$ cat src/rtl/fifo_pkg.sv
// Shared FIFO package: constant-function clog2 and default geometry common to
// the single-clock and dual-clock FIFOs.
package fifo_pkg;

    localparam int FIFO_DATA_WIDTH = 8;
    localparam int FIFO_DEPTH      = 8;

    // Ceiling log2, usable in parameter and port-width expressions.
    function automatic int clog2(input int value);
        int result;
        int rem;
        result = 0;
        rem    = value - 1;
        while (rem > 0) begin
            result = result + 1;
            rem    = rem >> 1;
        end
        return result;
    endfunction

endpackage

$ cat src/rtl/sync_fifo_mem.sv
// Register-array storage for sync_fifo: synchronous write port, asynchronous
// read port. Contents are never reset.
module sync_fifo_mem
    import fifo_pkg::*;
#(
    parameter int DATA_WIDTH = FIFO_DATA_WIDTH,
    parameter int DEPTH      = FIFO_DEPTH
) (
    input  logic                      clk,
    input  logic                      wr_en,
    input  logic [clog2(DEPTH)-1:0]   wr_addr,
    input  logic [DATA_WIDTH-1:0]     wr_data,
    input  logic [clog2(DEPTH)-1:0]   rd_addr,
    output logic [DATA_WIDTH-1:0]     rd_data
);

    logic [DATA_WIDTH-1:0] mem [DEPTH];

    always_ff @(posedge clk) begin
        if (wr_en) begin
            mem[wr_addr] <= wr_data;
        end
    end

    assign rd_data = mem[rd_addr];

endmodule

$ cat src/rtl/sync_fifo.sv
// Single-clock FIFO with fill level, almost-full/empty thresholds and sticky
// overflow/underflow flags. Define SYNC_FIFO_FWFT_EN for first-word-fall-through reads.
module sync_fifo
    import fifo_pkg::*;
#(
    parameter int DATA_WIDTH      = FIFO_DATA_WIDTH,
    parameter int DEPTH           = FIFO_DEPTH,
    parameter int ALMOST_FULL_TH  = DEPTH - 2,
    parameter int ALMOST_EMPTY_TH = 2
) (
    input  logic                    CLK,
    input  logic                    RST,
    input  logic                    W_INC,
    input  logic [DATA_WIDTH-1:0]   WR_DATA,
    input  logic                    R_INC,
    input  logic                    CLR_ERR,
    output logic [DATA_WIDTH-1:0]   RD_DATA,
    output logic                    RD_VALID,
    output logic                    FULL,
    output logic                    EMPTY,
    output logic                    ALMOST_FULL,
    output logic                    ALMOST_EMPTY,
    output logic [clog2(DEPTH):0]   FILL_LEVEL,
    output logic                    OVERFLOW,
    output logic                    UNDERFLOW
);

    localparam int AW = clog2(DEPTH);
    localparam logic [AW:0] AF_TH   = (AW+1)'(ALMOST_FULL_TH);
    localparam logic [AW:0] AE_TH   = (AW+1)'(ALMOST_EMPTY_TH);
    localparam logic [AW:0] PTR_ONE = (AW+1)'(1);

    logic [AW:0]           wr_ptr;
    logic [AW:0]           rd_ptr;
    logic [AW:0]           fill_level;
    logic                  full;
    logic                  empty;
    logic                  wr_acc;
    logic                  rd_acc;
    logic [DATA_WIDTH-1:0] mem_rd_data;

    // Extra pointer MSB distinguishes full from empty when the addresses match.
    assign empty      = (wr_ptr == rd_ptr);
    assign full       = (wr_ptr[AW] != rd_ptr[AW]) && (wr_ptr[AW-1:0] == rd_ptr[AW-1:0]);
    assign fill_level = wr_ptr - rd_ptr;
    assign wr_acc     = W_INC && !full && !RST;
    assign rd_acc     = R_INC && !empty && !RST;

    sync_fifo_mem #(
        .DATA_WIDTH (DATA_WIDTH),
        .DEPTH      (DEPTH)
    ) u_mem (
        .clk     (CLK),
        .wr_en   (wr_acc),
        .wr_addr (wr_ptr[AW-1:0]),
        .wr_data (WR_DATA),
        .rd_addr (rd_ptr[AW-1:0]),
        .rd_data (mem_rd_data)
    );

    always_ff @(posedge CLK) begin
        if (RST) begin
            wr_ptr    <= '0;
            rd_ptr    <= '0;
            OVERFLOW  <= 1'b0;
            UNDERFLOW <= 1'b0;
        end else begin
            if (wr_acc) begin
                wr_ptr <= wr_ptr + PTR_ONE;
            end
            if (rd_acc) begin
                rd_ptr <= rd_ptr + PTR_ONE;
            end
            // A new error in the clearing cycle keeps the flag set.
            OVERFLOW  <= (W_INC && full)  || (OVERFLOW  && !CLR_ERR);
            UNDERFLOW <= (R_INC && empty) || (UNDERFLOW && !CLR_ERR);
        end
    end

    assign FULL         = full;
    assign EMPTY        = empty;
    assign FILL_LEVEL   = fill_level;
    assign ALMOST_FULL  = (fill_level >= AF_TH);
    assign ALMOST_EMPTY = (fill_level <= AE_TH);

`ifdef SYNC_FIFO_FWFT_EN
    assign RD_DATA  = (empty || RST) ? '0 : mem_rd_data;
    assign RD_VALID = !empty && !RST;
`else
    logic [DATA_WIDTH-1:0] rd_data_p1;
    logic                  rd_vld_p1;

    // Stage p1: registered read word, held until the next accepted pop.
    always_ff @(posedge CLK) begin
        if (RST) begin
            rd_data_p1 <= '0;
            rd_vld_p1  <= 1'b0;
        end else begin
            rd_vld_p1 <= rd_acc;
            if (rd_acc) begin
                rd_data_p1 <= mem_rd_data;
            end
        end
    end

    assign RD_DATA  = rd_data_p1;
    assign RD_VALID = rd_vld_p1;
`endif

endmodule

$ cat config.mk
export PLATFORM = sky130hd
export DESIGN_NAME = sync_fifo
export DESIGN_NICKNAME = d
export VERILOG_FILES = /design/src/rtl/fifo_pkg.sv /design/src/rtl/sync_fifo_mem.sv /design/src/rtl/sync_fifo.sv
export SDC_FILE = /design/constraint.sdc
export NUM_CORES = 1
export LEC_CHECK = 0
export ABC_AREA = 1
export CORE_UTILIZATION = 25
export DETAILED_ROUTE_END_ITERATION = 16
export DONT_BUFFER_PORTS = 1
export GPL_TIMING_DRIVEN = 0
export MAX_ROUTING_LAYER = met4
export PLACE_DENSITY = 0.49
export SLEW_MARGIN = 20
export SYNTH_ARGS = -nofsm -noshare
export SYNTH_HDL_FRONTEND = slang
export SYNTH_SLANG_ARGS = --single-unit
$ cat constraint.sdc
create_clock -name CLK -period 2.7 [get_ports CLK]
set_clock_uncertainty 0.2 [all_clocks]
set_input_delay 0.405 -clock CLK [delete_from_list [all_inputs] [get_ports CLK]]
set_output_delay 0.405 -clock CLK [all_outputs]
set_load 0.01 [all_outputs]
==> flow_metrics.py, run 1 <==
metrics = {
    "clock_network": {
        "numCtsBuffers": 9,
        "cts-root-buf": "clkbuf_16",
        "tritoncts": "yes",
        "clk_transition_reported_paths_ps": 60,
        "cts_buffer_depth": 2,
        "htree_levels": 3,
        "clkLatencyLatePin_ps": 340,
        "tritoncts_num_sinks": 83,
    },
    "synthesis": {
        "netlist_instances": 374,
        "yosys_register_bits": 83,
        "netlist-cell-type-count": 27,
        "synth.cells.most_frequent": "117 x nand2_1, 64 x edfxtp_1, 48 x inv_1, 44 x nand3_1, 19 x dfxtp_1",
        "post_synth_top_flop": "edfxtp_1",
        "synth_top_area_frac": 0.519,
        "netlist.top_cell.by_area": "edfxtp_1",
        "netlist_area_um2": 3710,
        "synth-warning-count": 0,
        "yosys.cell_count.top_type": "nand2_1",
        "postSynth.asyncResetShare": 0,
        "synth-edff-count": 64,
        "syn-mean-instance-area_um2": 9.91,
        "largest_cells_by_area_after_synthesis": "edfxtp_1 52%, nand2_1 12%, dfxtp_1 10%, nand3_1 5.9%, inv_1 4.9%",
        "yosysSeqAreaShare": 0.621,
        "syn_nets": 393,
    },
    "finish": {
        "area_growth_syn_to_layout_pct": 22.3,
        "layout-drive-gt1-share": 0.200,
        "diodes_inserted": 0,
        "final.fill_count": 1461,
        "fin_nets": 418,
        "layout.area.seq_um2": 2310,
        "multiInputGateArea_um2": 1230,
        "finalCoreUtilization": 0.313,
    },
    "critical_path": {
        "crit_chain": "buf_6, inv_1, buf_6, ha_4, nand2_1, o21ai_2, xor2_2, o21bai_4",
        "worstPathMaxFanout": 10,
        "critical_path_class": "reg -> out",
        "crit_required_ps": 2100,
        "worst-path-buf-inv": 3,
        "critical_path_s_slowest_cell": "dfxtp_1",
        "worst_path_dominant_cell_family": "compound AO/OA/AOI/OAI gates",
        "worst_setup_path_start_kind": "register",
        "setup.worst_path.end_class": "output pin",
        "arr_time_crit_path_ps": 1950,
        "max_stage_delay_ps": 330,
        "worst_path_most_repeated_cell": "buf_6",
    },
    "route": {
        "drt_first_iter_violations": 169,
        "detail-route-antenna-nets": 0,
        "post-route-drc-count": 0,
        "drt_wl_total_um": 7880,
        "route.detailed.vias_per_inst": 4.17,
        "drt_pass1_iterations": 10,
        "detailed_route_wire_length_per_cell_um": 13.4,
        "vias": 2452,
    },
    "grt": {
        "antenna_violations_before_repair": 0,
        "first_pass_grt_wire_length_um": 12600,
        "vias_in_the_first_global_route": 2373,
        "groute.usage.overall": 0.115,
        "grt_remaining_overflow": 0,
        "grt_start_max_net_pins": 20,
    },
    "sta": {
        "transition_time_of_the_tightest_slew_check_pin_ps": 370,
        "timing.max_slew.rel_slack": 0.753,
        "maxClockFrequency_mhz": 391,
        "final-setup-viol-count": 0,
        "final_period_minus_worst_setup_slack_ps": 2560,
        "maxSlewViolCount": 0,
        "grt_setup_unrepaired": "no",
        "finalHoldViolCount": 0,
        "post-route-period-util": 0.948,
    },
    "pwr": {
        "netSwitchingPower_uw": 836,
        "seq_power_share": 0.474,
        "clock_network_fraction_of_total_power": 0.375,
        "combPwrFrac": 0.151,
        "totalPowerFinal_mw": 3.03,
        "internal_power_mw": 2.19,
        "static-leakage-power_nw": 1.80,
        "power_switching_share": 0.276,
        "cellPowerDensity_nw_per_um2": 668,
        "maximum_resistive_drop_on_vdd_uv": 271,
    },
    "floorplanning": {
        "placement_rows": 44,
        "design.die.area_um2": 15300,
        "die_height_um": 124,
        "coreArea_um2": 14500,
        "design.portCount": 32,
        "die_x_um": 124,
        "initial_utilization": 0.256,
    },
    "flow_run": {
        "cap_violations": 0,
    },
    "placement": {
        "gp_routability_congestion": 0.715,
        "buffer_ports.inserted": 0,
        "detailedPlacementHpwl_um": 5650,
    },
    "hold_path": {
        "holdCritPathClass": "in -> reg",
    },
    "status": {
        "status": "complete, no violations",
    },
}
## path summary, 6_finish.rpt
| path | start | cells after the start | slack, ps | to |
|---|---|---|---|---|
| setup / recovery | rd_ptr[2] | 8 | 140 | ALMOST_FULL |
| hold / removal | W_INC | 2 | 40 | OVERFLOW |
| setup reg to reg | rd_ptr[1] | 10 | 210 | u_mem.mem[3][2] |
| hold reg to reg | wr_ptr[0] | 1 | 260 | wr_ptr[0] |
## metrics by stage
| stage | TNS, ps | instance area (um2) | setup WS (ps) | instances | hold WS (ps) |
|---|---|---|---|---|---|
| global placement | -23280 | 3940 | -478 | 558 | 277 |
| finish | 0 | 4530 | 140 | 588 | 41.3 |
| global route | 0 | 4530 | 6.79 | 588 | 46.8 |
| CTS | -676 | 4470 | -52.5 | 587 | 28.9 |
| floorplan | 0 | 3710 | 149 | 374 | 259 |
| detailed placement | -24750 | 3940 | -543 | 558 | 286 |
## cell families after synthesis
family,count (synthesis),share of synthesized area
and+or+nand+nor,192,0.234
AOI/OAI and AO/OA,24,0.0412
DFF,83,0.621
xor gates and xnor gates,2,0.00473
buffers and inverters,67,0.0763
adders and majority gates,6,0.0223
## what timing repair did
action                     in CTS  in global routing
buffers inserted                4                  1
hold endpoints to repair       66                  0
pin swaps                       5                  5
hold buffers                   10                  0
gates resized for setup        23                 13
setup endpoints to repair      67                 58
## state kept, by name, indices dropped and copies added, names as in the netlist
register	cells
UNDERFLOW	1
u_mem.mem	64
OVERFLOW	1
RD_DATA	8
RD_VALID	1
rd_ptr	4
wr_ptr	4
## final cells by class
type                       count  area share
clock inverter                 7      0.0116
buffer                        12      0.0190
inverter                      54      0.0464
multi-input combinational    224       0.272
timing repair buffer          15      0.0414
clock buffer                   9      0.0497
sequential                    83       0.509
tap                          184      0.0508
## cells in the final DEF, fill, tap and decap left out, drive strengths merged
cell         netlist  routed
nor2              15      15
clkbuf             0       9
buf               13      17
edfxtp            64      64
or2                2       2
ha                 5       5
o21bai             1       1
fa                 1       1
o21ai              6       6
nand2            129     129
dlygate4sd3        0      10
a21oi             17      17
xor2               2       2
nand3             45      45
nor3               1       1
inv               53      55
clkinv             1       6
dfxtp             19      19
## metal layers
| metal | share of wire | up-vias | GRT usage |
|---|---|---|---|
| met5 | 0 | - | - |
| met3 | 0.032 | 10 | 0.0197 |
| met4 | 0.018 | 0 | 0.0587 |
| met2 | 0.48 | 50 | 0.178 |
| met1 | 0.47 | 1132 | 0.145 |
| li1 | - | 1260 | - |
## power groups by stage
stage          registers, mW  logic [mW]  clock network [mW]
3_3_place_gp            1.46       0.385                   0
4_1_cts                 1.44       0.449                1.17
5_1_grt                 1.44       0.521                1.22
2_1_floorplan           1.46       0.302                   0
3_5_place_dp            1.46       0.388                   0
6_report                1.44       0.457                1.14
Note: power is estimated with default switching activity, not from simulation.
==> run 2, diff against run 1 <==
--- a/config.mk
+++ b/config.mk
@@ -6,12 +6,12 @@
 export NUM_CORES = 1
 export LEC_CHECK = 0
 export ABC_AREA = 1
-export CORE_UTILIZATION = 25
+export CORE_UTILIZATION = 45
 export DETAILED_ROUTE_END_ITERATION = 16
 export DONT_BUFFER_PORTS = 1
 export GPL_TIMING_DRIVEN = 0
 export MAX_ROUTING_LAYER = met4
-export PLACE_DENSITY = 0.49
+export PLACE_DENSITY = 0.71
 export SLEW_MARGIN = 20
 export SYNTH_ARGS = -nofsm -noshare
 export SYNTH_HDL_FRONTEND = slang
==> flow_metrics.py, run 2 (same netlist as run 1, synthesis figures left out) <==
metrics = {
    "finish": {
        "most-common-layout-cells": "115 x nand2_1, 64 x edfxtp_1, 48 x inv_1",
        "fin_nets": 424,
        "registers.top_by_ff_count": "u_mem.mem",
        "diodes_inserted": 0,
        "largest_reg_flops": 64,
        "final.fill_count": 687,
        "layout-drive-gt1-share": 0.212,
        "stdcell_count": 512,
        "mostFrequentLayoutCell": "nand2_1",
        "area_growth_syn_to_layout_pct": 18.7,
    },
    "grt": {
        "first_pass_grt_wire_length_um": 13000,
        "vias_in_the_first_global_route": 2556,
        "antenna_violations_before_repair": 0,
        "groute.usage.overall": 0.210,
        "grt_remaining_overflow": 0,
        "grt_start_max_net_pins": 20,
    },
    "floorplanning": {
        "die_x_um": 92.8,
        "design.portCount": 32,
        "design.die.area_um2": 8600,
        "placement_rows": 32,
        "die_height_um": 92.8,
        "initial_utilization": 0.472,
        "coreArea_um2": 7850,
    },
    "hold_path": {
        "worstHoldPathCells": 2,
        "holdCritPathClass": "in -> reg",
    },
    "critical_path": {
        "setup.worst_path.end_class": "output pin",
        "critical_path_class": "reg -> out",
        "worst-path-buf-inv": 1,
        "max_stage_delay_ps": 370,
        "worst_path_dominant_cell_family": "adder cells",
        "worst_setup_path_start_kind": "register",
        "worst_reg2reg_path_length_in_cells": 13,
        "arr_time_crit_path_ps": 2000,
        "cp_num_cells": 6,
        "worstPathMaxFanout": 5,
        "critical_path_s_slowest_cell": "dfxtp_2",
        "crit_required_ps": 2100,
        "crit_chain": "inv_1, ha_1, fa_2, xor2_2, o21ai_0, nor2_2",
    },
    "placement": {
        "dp_slack_ps": -488,
        "gp_routability_congestion": 0.772,
        "dp_cells": 476,
        "detailedPlacementHpwl_um": 5390,
        "buffer_ports.inserted": 0,
    },
    "clock_network": {
        "tritoncts": "yes",
        "cts-root-buf": "clkbuf_8",
        "cts_buffer_depth": 2,
        "clkLatencyLatePin_ps": 340,
        "numCtsBuffers": 9,
        "clk_transition_reported_paths_ps": 80,
        "htree_levels": 3,
        "tritoncts_num_sinks": 83,
    },
    "sta": {
        "final-setup-viol-count": 0,
        "maxSlewViolCount": 0,
        "post-route-period-util": 0.967,
        "timing.max_slew.rel_slack": 0.735,
        "maxClockFrequency_mhz": 383,
        "worst_slack_ps": 90.2,
        "final_period_minus_worst_setup_slack_ps": 2610,
        "transition_time_of_the_tightest_slew_check_pin_ps": 397,
        "finalHoldViolCount": 0,
    },
    "route": {
        "detail-route-antenna-nets": 0,
        "drt_pass1_iterations": 5,
        "detailed_route_wire_length_per_cell_um": 16.4,
        "vias": 2699,
        "drt_first_iter_violations": 276,
        "drt_wl_total_um": 8380,
        "route.detailed.vias_per_inst": 5.27,
        "post-route-drc-count": 0,
    },
    "pwr": {
        "combPwrFrac": 0.169,
        "power_switching_share": 0.271,
        "clock_network_fraction_of_total_power": 0.329,
        "cellPowerDensity_nw_per_um2": 650,
        "seq_power_share": 0.502,
        "internal_power_mw": 2.08,
        "netSwitchingPower_uw": 775,
        "static-leakage-power_nw": 1.79,
        "maximum_resistive_drop_on_vdd_uv": 282,
    },
    "flow_run": {
        "cap_violations": 0,
    },
    "status": {
        "status": "complete, no violations",
    },
}
==> run 2: final timing paths <==
path,start,end,slack (ps)
hold / removal,W_INC,OVERFLOW,20
hold reg to reg,wr_ptr[0],wr_ptr[0],270
setup / recovery,wr_ptr[0],ALMOST_EMPTY,90
setup reg to reg,rd_ptr[2],u_mem.mem[6][0],120
==> run 2: power groups by stage <==
stage | sequential, mW | combinational [mW] | clock [mW]
3_3_place_gp | 1.46 | 0.374 | 0
5_1_grt | 1.44 | 0.528 | 1.01
2_1_floorplan | 1.46 | 0.302 | 0
3_5_place_dp | 1.46 | 0.389 | 0
6_report | 1.44 | 0.483 | 0.940
4_1_cts | 1.44 | 0.451 | 0.954
==> run 2: timing repair <==
| item | CTS | global route |
|---|---|---|
| hold buffers | 10 | 0 |
| hold endpoints to repair | 66 | 0 |
| buffers inserted | 5 | 6 |
| setup endpoints to repair | 67 | 58 |
| gates resized for setup | 24 | 13 |
| pin swaps | 5 | 8 |
==> run 2: final cells by class <==
class,count,area (um2),share of cell area
Clock inverter,6,80.1,0.0182
Sequential cell,83,2310,0.525
Inverter,54,210,0.0478
Timing Repair Buffer,21,220,0.0501
Clock buffer,10,128,0.0290
Tap cell,102,128,0.0290
Buffer,12,86.3,0.0196
Multi-Input combinational cell,224,1240,0.282
==> run 2: routing by layer <==
metal,up-vias,GRT usage,wire length (um),part of all wire
li1,1268,-,-,-
met5,-,-,0,0
met4,0,0.0731,119,0.014
met1,1300,0.258,3490,0.42
met3,15,0.0386,530,0.063
met2,116,0.349,4240,0.51
==> run 2: worst reg2reg max path: cells and delay by family, from the launching register on <==
family / cells / cell delay (ps)
fa+ha+maj: 1 / 220
buf+inv: 6 / 780
flops: 1 / 310
simple gates: 6 / 790
==> run 2: metrics by stage <==
stage | util | TNS, ps | hold WS (ps) | total power, mW | cell area (um2)
final | 0.560 | 0 | 21.6 | 2.86 | 4400
after global routing | 0.560 | -20.0 | 25.5 | 2.98 | 4400
after CTS | 0.547 | -55.0 | 9.85 | 2.84 | 4290
after global placement | 0.489 | -19370 | 275 | 1.84 | 3830
after floorplan | - | 0 | 259 | 1.76 | 3710
after detailed placement | 0.489 | -23480 | 277 | 1.85 | 3830
==> run 3, diff against run 2 <==
--- a/config.mk
+++ b/config.mk
@@ -5,8 +5,9 @@
 export SDC_FILE = /design/constraint.sdc
 export NUM_CORES = 1
 export LEC_CHECK = 0
-export ABC_AREA = 1
+export ABC_AREA = 0
 export CORE_UTILIZATION = 45
+export CTS_BUF_LIST = sky130_fd_sc_hd__clkbuf_4
 export DETAILED_ROUTE_END_ITERATION = 16
 export DONT_BUFFER_PORTS = 1
 export GPL_TIMING_DRIVEN = 0
==> flow_metrics.py, run 3 <==
metrics = {
    "pwr": {
        "static-leakage-power_nw": 1.28,
        "cellPowerDensity_nw_per_um2": 667,
        "power_switching_share": 0.257,
        "totalPowerFinal_mw": 2.66,
        "netSwitchingPower_uw": 683,
        "seq_power_share": 0.551,
        "internal_power_mw": 1.97,
        "maximum_resistive_drop_on_vdd_uv": 390,
        "clock_network_fraction_of_total_power": 0.300,
        "combPwrFrac": 0.149,
    },
    "route": {
        "detailed_route_wire_length_per_cell_um": 17.2,
        "vias": 1949,
        "drt_first_iter_violations": 86,
        "detail-route-antenna-nets": 0,
        "drt_wl_total_um": 6130,
        "post-route-drc-count": 0,
        "drt_pass1_iterations": 4,
        "route.detailed.vias_per_inst": 5.46,
    },
    "clock_network": {
        "htree_levels": 3,
        "numCtsBuffers": 9,
        "clk_transition_reported_paths_ps": 120,
        "tritoncts_num_sinks": 83,
        "tritoncts": "yes",
        "cts-root-buf": "clkbuf_4",
        "cts_buffer_depth": 2,
        "clkLatencyLatePin_ps": 430,
    },
    "grt": {
        "grt_start_max_net_pins": 15,
        "grt_util_met3": 0.0425,
        "global_routing_met1_resource_utilization": 0.211,
        "antenna_violations_before_repair": 0,
        "grt_util_met2": 0.274,
        "vias_in_the_first_global_route": 1873,
        "first_pass_grt_wire_length_um": 9320,
        "grt-busiest-layer": "met2",
        "grt_remaining_overflow": 0,
        "groute.usage.overall": 0.177,
    },
    "synthesis": {
        "synth_top_area_frac": 0.566,
        "postSynth.asyncResetShare": 0,
        "synth.cells.most_frequent": "64 x edfxtp_1, 24 x nor2_1, 19 x dfxtp_1, 17 x mux2i_1, 10 x nor3_1",
        "yosys.cell_count.top_type": "edfxtp_1",
        "netlist-cell-type-count": 37,
        "largest_cells_by_area_after_synthesis": "edfxtp_1 57%, dfxtp_1 11%, mux2i_1 5.0%, mux4_1 3.1%, mux4_2 2.7%",
        "netlist.top_cell.by_area": "edfxtp_1",
        "synth-warning-count": 0,
        "post_synth_top_flop": "edfxtp_1",
        "yosysSeqAreaShare": 0.677,
        "synth-edff-count": 64,
        "syn-mean-instance-area_um2": 15.0,
        "netlist_area_um2": 3400,
        "netlist_instances": 227,
        "yosys_register_bits": 83,
        "syn_nets": 246,
    },
    "finish": {
        "largest_reg_flops": 64,
        "layout-drive-gt1-share": 0.198,
        "final_area_um2": 3980,
        "final.fill_count": 623,
        "area_growth_syn_to_layout_pct": 17.2,
        "diodes_inserted": 0,
        "fin_nets": 272,
        "most-common-layout-cells": "64 x edfxtp_1, 20 x nor2_1, 17 x mux2i_1",
        "registers.top_by_ff_count": "u_mem.mem",
        "mostFrequentLayoutCell": "edfxtp_1",
    },
    "critical_path": {
        "critical_path_class": "reg -> out",
        "crit_required_ps": 2100,
        "arr_time_crit_path_ps": 2010,
        "setup.worst_path.end_class": "output pin",
        "worstPathMaxFanout": 3,
        "worst_setup_path_start_kind": "register",
    },
    "floorplanning": {
        "placement_rows": 31,
        "design.die.area_um2": 7900,
        "initial_utilization": 0.466,
        "coreArea_um2": 7290,
        "die_height_um": 88.9,
        "die_x_um": 88.9,
        "design.portCount": 32,
    },
    "placement": {
        "place_area_um2": 3590,
        "buffer_ports.inserted": 0,
        "dp_slack_ps": -481,
        "gp_routability_congestion": 0.752,
        "detailedPlacementHpwl_um": 4010,
    },
    "sta": {
        "maxClockFrequency_mhz": 382,
        "final_period_minus_worst_setup_slack_ps": 2620,
        "final-setup-viol-count": 0,
        "post-route-period-util": 0.970,
        "transition_time_of_the_tightest_slew_check_pin_ps": 662,
        "maxSlewViolCount": 0,
        "finalHoldViolCount": 0,
        "timing.max_slew.rel_slack": 0.559,
        "grt_setup_unrepaired": "yes",
        "worst_slack_ps": 81.7,
    },
    "status": {
        "status": "complete, no violations",
    },
    "flow_run": {
        "cap_violations": 0,
    },
    "hold_path": {
        "holdCritPathClass": "in -> reg",
    },
}
-- run 3: cell count changes in the layout (fill, tap and decap cells not counted), moves of 9 or more --
cell      previous run  this run
clkbuf_4             0        10
clkbuf_8             9         0
inv_1               48         7
mux2i_1              0        17
nand2_1            115         5
nand2_2             12         0
nand3_1             44         0
nor2_1               4        20
-- run 3: power groups by stage --
stage                     clock, mW  combinational, mW  sequential, mW
after detailed placement          0              0.341            1.49
after floorplan                   0              0.278            1.48
after global placement            0              0.335            1.49
after CTS                     0.818              0.387            1.46
after global routing          0.876              0.431            1.47
final                         0.798              0.396            1.46
-- run 3: cells by family (layout without fill, tap and decap cells) --
group | count (synthesis) | in the layout | share of synthesized area
xor+xnor | 8 | 8 | 0.0228
fa+ha+maj | 6 | 6 | 0.0243
simple gates | 55 | 55 | 0.0770
buf+inv | 18 | 49 | 0.0302
mux | 25 | 25 | 0.108
flops | 83 | 83 | 0.677
compound gates | 32 | 32 | 0.0607
-- run 3: timing repair --
item,CTS,global route
buffers inserted,3,1
endpoints found under the hold margin,67,0
setup endpoints to repair,70,35
pin swaps,3,1
hold buffers,12,0
gates resized for setup,13,8
cloned,1,0
-- run 3: layout make-up --
type	instances	area [um2]	area share
well taps	99	124	0.0311
multi-input cells	126	1100	0.275
clock inverters	6	88.8	0.0223
repair buffers	17	195	0.0490
inverters	7	26.3	0.00660
clock buffers	10	75.1	0.0188
plain buffers	9	66.3	0.0166
flip-flops and latches	83	2310	0.580
-- run 3: path summary, 6_finish.rpt --
path,start,to,slack (ps),cells after the start
worst max-delay path,wr_ptr[0],ALMOST_EMPTY,80,6
worst min-delay path,W_INC,wr_ptr[2],40,3
worst max register to register,rd_ptr[2],u_mem.mem[4][6],100,7
worst min register to register,RD_DATA[6],RD_DATA[6],340,2
-- run 3: stage by stage --
step | hold slack, ps | utilization | TNS, ps | cells
final | 35.2 | 0.546 | 0 | 357
after global routing | 37.9 | 0.546 | -319 | 357
after CTS | 13.3 | 0.542 | 0 | 356
after detailed placement | 296 | 0.492 | -22610 | 326
after global placement | 279 | 0.492 | -22800 | 326
after floorplan | 263 | - | 0 | 227
-- run 3: critical path, cell delays in order, from the launching register on --
cell	delay, ps
dfxtp_2	360
inv_1	80
ha_1	210
fa_1	410
xnor2_2	200
a21oi_1	140
o21a_1	180
-- run 3: layer usage --
metal	up-vias	wire length [um]
met5	-	0
met4	0	132
met3	14	254
met2	45	2950
met1	979	2790
li1	911	-
